===== src/rtl/user_dac_loader.sv =====
// Shifts a captured word MSB-first over SCLK/SDATA/CS_N with BUSY/DONE status.
// Optional USER_DAC_LOADER_AUTOLOAD_EN: a changed DIN also requests a frame.
module user_dac_loader #(
  parameter int               WIDTH     = 16,
  parameter int               CLK_DIV   = 2,
  parameter logic [WIDTH-1:0] DEF_VALUE = '0
) (
  input  logic             CLK25,
  input  logic             RST_N,
  input  logic [WIDTH-1:0] DIN,
  input  logic             LOAD,
  output logic             SCLK,
  output logic             SDATA,
  output logic             CS_N,
  output logic             BUSY,
  output logic             DONE,
  output logic [WIDTH-1:0] LAST
);

  localparam int MX = (CLK_DIV > WIDTH) ? CLK_DIV : WIDTH;
  localparam int CW = $clog2(MX) + 1;
  localparam logic [CW-1:0] CNT_H    = CW'(CLK_DIV - 1);
  localparam logic [CW-1:0] LAST_BIT = CW'(WIDTH - 1);

  typedef enum logic [2:0] {
    S_IDLE,
    S_SETUP,
    S_LO,
    S_HI,
    S_HOLD
  } state_t;

  state_t           state_q;
  logic [CW-1:0]    cnt_q;
  logic [CW-1:0]    bit_q;
  logic [WIDTH-1:0] shd_q;
  logic [WIDTH-1:0] sh_q;
  logic [WIDTH-1:0] last_q;
  logic             sclk_q;
  logic             sdata_q;
  logic             cs_n_q;
  logic             busy_q;
  logic             done_q;
  logic             pend_q;
  logic             auto_d;
  logic             req_d;
  logic             start_d;

`ifdef USER_DAC_LOADER_AUTOLOAD_EN
  // shd_q equals LAST when idle and the in-flight word when busy
  assign auto_d = (DIN != shd_q);
`else
  assign auto_d = 1'b0;
`endif

  assign req_d   = LOAD | auto_d;
  assign start_d = req_d | pend_q;

  always_ff @(posedge CLK25) begin
    if (!RST_N) begin
      state_q <= S_IDLE;
      cnt_q   <= '0;
      bit_q   <= '0;
      shd_q   <= DEF_VALUE;
      sh_q    <= '0;
      last_q  <= DEF_VALUE;
      sclk_q  <= 1'b0;
      sdata_q <= 1'b0;
      cs_n_q  <= 1'b1;
      busy_q  <= 1'b0;
      done_q  <= 1'b0;
      pend_q  <= 1'b0;
    end else begin
      done_q <= 1'b0;
      if (state_q != S_IDLE && req_d)
        pend_q <= 1'b1;
      unique case (state_q)
        S_IDLE: begin
          if (start_d) begin
            shd_q   <= DIN;
            sh_q    <= DIN << 1;
            sdata_q <= DIN[WIDTH-1];
            cs_n_q  <= 1'b0;
            busy_q  <= 1'b1;
            pend_q  <= 1'b0;
            cnt_q   <= CNT_H;
            bit_q   <= '0;
            state_q <= S_SETUP;
          end
        end
        S_SETUP: begin
          if (cnt_q == '0) begin
            cnt_q   <= CNT_H;
            state_q <= S_LO;
          end else begin
            cnt_q <= cnt_q - CW'(1);
          end
        end
        S_LO: begin
          if (cnt_q == '0) begin
            sclk_q  <= 1'b1;
            cnt_q   <= CNT_H;
            state_q <= S_HI;
          end else begin
            cnt_q <= cnt_q - CW'(1);
          end
        end
        S_HI: begin
          if (cnt_q == '0) begin
            sclk_q <= 1'b0;
            cnt_q  <= CNT_H;
            if (bit_q == LAST_BIT) begin
              state_q <= S_HOLD;
            end else begin
              bit_q   <= bit_q + CW'(1);
              sdata_q <= sh_q[WIDTH-1];
              sh_q    <= sh_q << 1;
              state_q <= S_LO;
            end
          end else begin
            cnt_q <= cnt_q - CW'(1);
          end
        end
        S_HOLD: begin
          if (cnt_q == '0) begin
            cs_n_q  <= 1'b1;
            busy_q  <= 1'b0;
            done_q  <= 1'b1;
            last_q  <= shd_q;
            sdata_q <= 1'b0;
            state_q <= S_IDLE;
          end else begin
            cnt_q <= cnt_q - CW'(1);
          end
        end
        default: state_q <= S_IDLE;
      endcase
    end
  end

  assign SCLK  = sclk_q;
  assign SDATA = sdata_q;
  assign CS_N  = cs_n_q;
  assign BUSY  = busy_q;
  assign DONE  = done_q;
  assign LAST  = last_q;

endmodule


===== config.mk =====
export PLATFORM = sky130hd
export DESIGN_NAME = user_dac_loader
export DESIGN_NICKNAME = d
export VERILOG_FILES = /design/src/rtl/user_dac_loader.sv
export SDC_FILE = /design/constraint.sdc
export NUM_CORES = 1
export LEC_CHECK = 0
export BUFFER_PORTS_ARGS = -buffer_cell sky130_fd_sc_hd__buf_2
export CAP_MARGIN = 20
export CELL_PAD_IN_SITES_DETAIL_PLACEMENT = 1
export CELL_PAD_IN_SITES_GLOBAL_PLACEMENT = 1
export CORE_MARGIN = 8
export CORE_UTILIZATION = 40
export DETAILED_ROUTE_END_ITERATION = 8
export PLACE_DENSITY = 0.75
export SYNTH_ARGS = -nofsm -noshare
export SYNTH_HDL_FRONTEND = slang
export SYNTH_SLANG_ARGS = --single-unit

===== constraint.sdc =====
create_clock -name CLK25 -period 4.2 [get_ports CLK25]
set_clock_uncertainty 0.05 [all_clocks]
set_input_delay 1.26 -clock CLK25 [delete_from_list [all_inputs] [get_ports CLK25]]
set_output_delay 1.26 -clock CLK25 [all_outputs]
set_load 0.005 [all_outputs]

[Yosys cells after proc, flatten, opt, wreduce, memory -nomap -nowiden]
Index checks and enable logic that the tools add are counted.
Cells by class
  multiplexer cells: 34
  add/sub/neg operators: 2
  bitwise gates (word level): 1
  reduce and logical (&&, ||, !) cells: 19
  equal/unequal tests: 12
Operators with widths (number)
  2-to-1 mux 16 bit: 3
  case mux 16 bit (2 select lines): 1
  2-to-1 mux 5 bit: 6
  2-to-1 mux 3 bit: 6
  case mux 3 bit (5 select lines): 1
  case mux 5 bit (3 select lines): 1
  != test 2 bit, second input constant: 7
  2-to-1 mux 1 bit: 11
  case mux 5 bit (2 select lines): 1
  AND reduction 5 bit: 2
  AND reduction 3 bit: 3
  nonzero test 3 bit: 3
  equality test 3 x 2 -> 1 bit, second input constant: 2
  case mux 1 bit (2 select lines): 3
  AND reduction 2 bit: 3
  nonzero test 2 bit: 3
  adder 5 x 1 -> 5 bit, second input constant: 1
  equality test 5 x 4 -> 1 bit, second input constant: 1
  logical NOT 5 bit: 1
  subtractor 5 x 1 -> 5 bit, second input constant: 1
  AND reduction 4 bit: 1
  equality test 3 x 1 -> 1 bit, second input constant: 1
  equality test 3 bit, second input constant: 1
  logical NOT 3 bit: 1
  other kinds (4): 4
Storage, ports and cells
  register bits: 67
  word-level logic and storage cells: 80

[Logic depth before layout (Yosys ltp)]
  depth in word-level cells: 5
  gate-level depth with buffers: 8
  mapped depth without buffers: 6

[Least setup slack after synthesis]
Ideal clock, no wire load.
  kind: in2reg
  start point: in LOAD
  end point: reg sh_q[13]
  data required time: 4.059 ns
  stages on the path: 5
  setup time: 0.091 ns
  arrival time: 2.173 ns
  setup slack: 1.886 ns
  buffers on the path: 2
  cells stage by stage: nor2_1 o32ai_1 buf_2 buf_2 a311oi_1
Between the ends
  cells in the longest elaborated chain, start to end: 3
RTL lines
  start, declared: line 11  | input logic LOAD,
  bitwise OR 1 bit: line 57  | assign start_d = req_d | pend_q;
  != test 2 bit (no line)
  AND reduction 4 bit (no line)
  end signal, assigned: line 81  | sh_q <= DIN << 1;
  end signal, assigned: line 117  | sh_q <= sh_q << 1;
  end, declared: line 37  | logic [WIDTH-1:0] sh_q;
No other way between the ends.
A chain may end at the register's enable or synchronous reset.

[Worst setup path in the final report]
  start point: reg state_q[0]
  end point: reg sh_q[2]
Between the ends
  cells in the longest elaborated chain, start to end: 3
  elaborated cells between the ends (all ways): 8
RTL lines
  start, declared: line 33  | state_t state_q;
  start signal, assigned: line 61  | state_q <= S_IDLE;
  start signal, assigned: line 88  | state_q <= S_SETUP;
  start signal, assigned: line 94  | state_q <= S_LO;
  equality test 3 x 2 -> 1 bit / logical NOT 3 bit (equally long branches): line 77  | unique case (state_q)
  != test 2 bit (no line) / nonzero test 2 bit (equally long branches)
  AND reduction 4 bit (no line)
Parallel ways exist; a longest one is shown, timed or not.

==> flow_metrics.py <==
metrics = {
    "run_status": {
        "status": "finished, final reports clean",
    },
    "critical_path": {
        "worstPathRequired_ns": 4.40,
        "start_kind": "flop",
        "rr_startpoint": "state_q[0]",
        "worstReg2RegEnd": "sh_q[2]",
        "crit_fanout": 29,
        "worstSetupPathType": "flop to flop",
        "crit_end": "sh_q[2]",
        "crit_start": "state_q[0]",
        "cp.arrival_ns": 2.93,
        "crit_path_end_kind": "flop",
        "rrSetupSlack_ns": 1.46,
        "r2r.worst_path.cells": 5,
    },
    "floorplan": {
        "die_area_um2": 9730,
        "rows": 30,
        "die_x_um": 98.6,
        "initial_core_util_pct": 40.7,
        "io_pins": 40,
        "die_y_um": 98.6,
        "core_area_um2": 6720,
    },
    "clock_tree": {
        "cts_buffers": 9,
        "clockBufferDepth": 2,
        "cts.clk_slew.worst_paths_ns": 0.07,
        "clk_latency_ns": 0.35,
        "htree_levels": 3,
        "ctsResizeCount": 0,
        "tritoncts": "yes",
        "cts_sinks": 66,
        "ctsHoldBuffers": 0,
        "post-cts-setup-buffers": 0,
        "cts-root-buf": "clkbuf_8",
    },
    "synth": {
        "ys_seq_area_share_pct": 48.4,
        "async_flop_share_pct": 0,
        "synth_area_leader_cell": "dfxtp_1",
        "synth_nets": 362,
        "synthesis.area_um2": 2730,
        "synth_ff_type": "dfxtp_1",
        "synth_edf_count": 0,
        "synth.area.top_cells": "dfxtp_1 (48%), nand2_1 (14%), a21oi_1 (8.2%), a311oi_1 (4.5%), nor2_1 (3.6%)",
        "synth_cell_types": 41,
        "syn_area_per_cell_um2": 8.03,
        "synth_top_area_share_pct": 48.4,
        "yosysWarnings": 0,
        "ys_seq_elements": 66,
        "syn_inst": 340,
    },
    "timing": {
        "rsz0062_at_grt": "no",
        "relSlewSlack_pct": 33.0,
        "setup_tns_ns": 0,
        "clock.fmax_mhz": 366,
        "min_period_ns": 2.74,
        "hold_viol": 0,
        "drv_slew": 0,
        "tightest_slew_ns": 1.00,
        "fin_crit_sh_pct": 65.1,
        "finalSetupViolations": 0,
    },
    "pwr": {
        "leakage_nw": 1.25,
        "p_total_w": 0.00203,
        "powerDensity_nw_per_um2": 640,
        "ir_worst_vdd_mv": 0.262,
    },
    "run": {
        "drv_cap": 0,
    },
    "place": {
        "place_congestion": 0.776,
        "hpwlAfterDp_um": 5140,
        "io_buffers": 39,
    },
    "global_routing": {
        "first_global_vias": 2568,
        "antenna_found_initial": 0,
        "grt_max_degree": 45,
        "overflow": 0,
        "grt_pass1_wl_um": 12600,
        "grt_usage_pct": 16.1,
    },
    "route": {
        "first_pass_iters": 4,
        "vias": 2511,
        "drt_iter0_markers": 101,
        "drc": 0,
        "ant_nets": 0,
        "vias_per_cell": 5.46,
        "wire_per_inst_um": 16.2,
        "wl_um": 7440,
    },
    "cells_and_area": {
        "n_antenna_cell": 0,
        "final_nets": 397,
        "mostFrequentLayoutCell": "nand2_1",
        "final_cell_mix": "nand2_1 (99), dfxtp_1 (66), a21oi_1 (45)",
        "syn_to_final_growth_pct": 16.0,
        "drive_above_1_share_pct": 18.4,
    },
    "worst_hold_path": {
        "min_from": "LAST[1]",
        "hold_class": "flop to flop",
    },
}
-- final cells by class --
class                      instances  area (µm²)
clock buffer                      11         151
timing repair buffer              45         246
tap                               80         100
inverter                           7        26.3
sequential                        66        1320
multi-input combinational        246        1270
clock inverter                     5        52.6
fill                             834        3550
-- worst min path at each step --
stage                          end  cells past startpoint
final                      LAST[1]                      2
after CTS                  LAST[0]                      2
after detailed placement   LAST[6]                      2
after global routing      LAST[13]                      2
after global placement    bit_q[4]                      2
after floorplan           bit_q[4]                      2
-- sequential cells by signal, indices dropped and copies added, names as in the netlist --
register / count
cnt_q: 5
SCLK: 1
DONE: 1
sh_q: 15
BUSY: 1
LAST: 16
CS_N: 1
pend_q: 1
state_q: 3
shd_q: 16
SDATA: 1
bit_q: 5
-- cells by family after synthesis --
family | synth area share [%]
AND/OR/NAND/NOR | 25.2
flip-flops | 48.4
buffers and inverters | 5.41
AO/OA/AOI/OAI | 18.6
adder cells (fa/ha/maj) | 1.37
XOR/XNOR | 0.321
multiplexers | 0.779
-- stage by stage --
stage / cells / hold WS, ns / utilization (%) / setup WS [ns] / area, µm²
CTS: 458 / 0.406 / 46.8 / 1.48 / 3150
global route: 460 / 0.423 / 47.2 / 1.26 / 3170
floorplan: 340 / 0.382 / - / 1.89 / 2730
finish: 460 / 0.401 / 47.2 / 1.46 / 3170
detailed placement: 442 / 0.397 / 43.8 / 1.37 / 2940
global placement: 442 / 0.391 / 43.8 / 1.47 / 2940
-- cell usage after synthesis, drive strengths merged (6+ instances only) --
library cell,n
nand2,99
dfxtp,66
a21oi,45
nor2,27
clkbuf,15
a311oi,14
nor3,10
nand3,7
o21ai,7
buf,6
inv,6
-- power by group --
part | switching [W] | internal (W) | total [W]
logic | 0.000392 | 0.000231 | 0.000622
clock network | 0.000251 | 0.000303 | 0.000554
registers | 0.000102 | 0.000751 | 0.000853
total | 0.000744 | 0.00128 | 0.00203
-- critical path, cell delays in order (launching register included) --
cell,delay [ns]
dfxtp_1,0.60
nand3b_1,0.77
o32ai_2,0.47
buf_4,0.35
nor2_1,0.08
a311oi_1,0.29
-- per-layer routing --
metal	wire length [µm]	vias to the layer above	GRT usage [%]
li1	-	1244	-
met1	3400	1212	19.5
met2	3580	44	26.0
met3	347	11	4.86
met4	116	0	6.97
met5	0	-	0
Note: power is estimated with default switching activity, not from simulation.
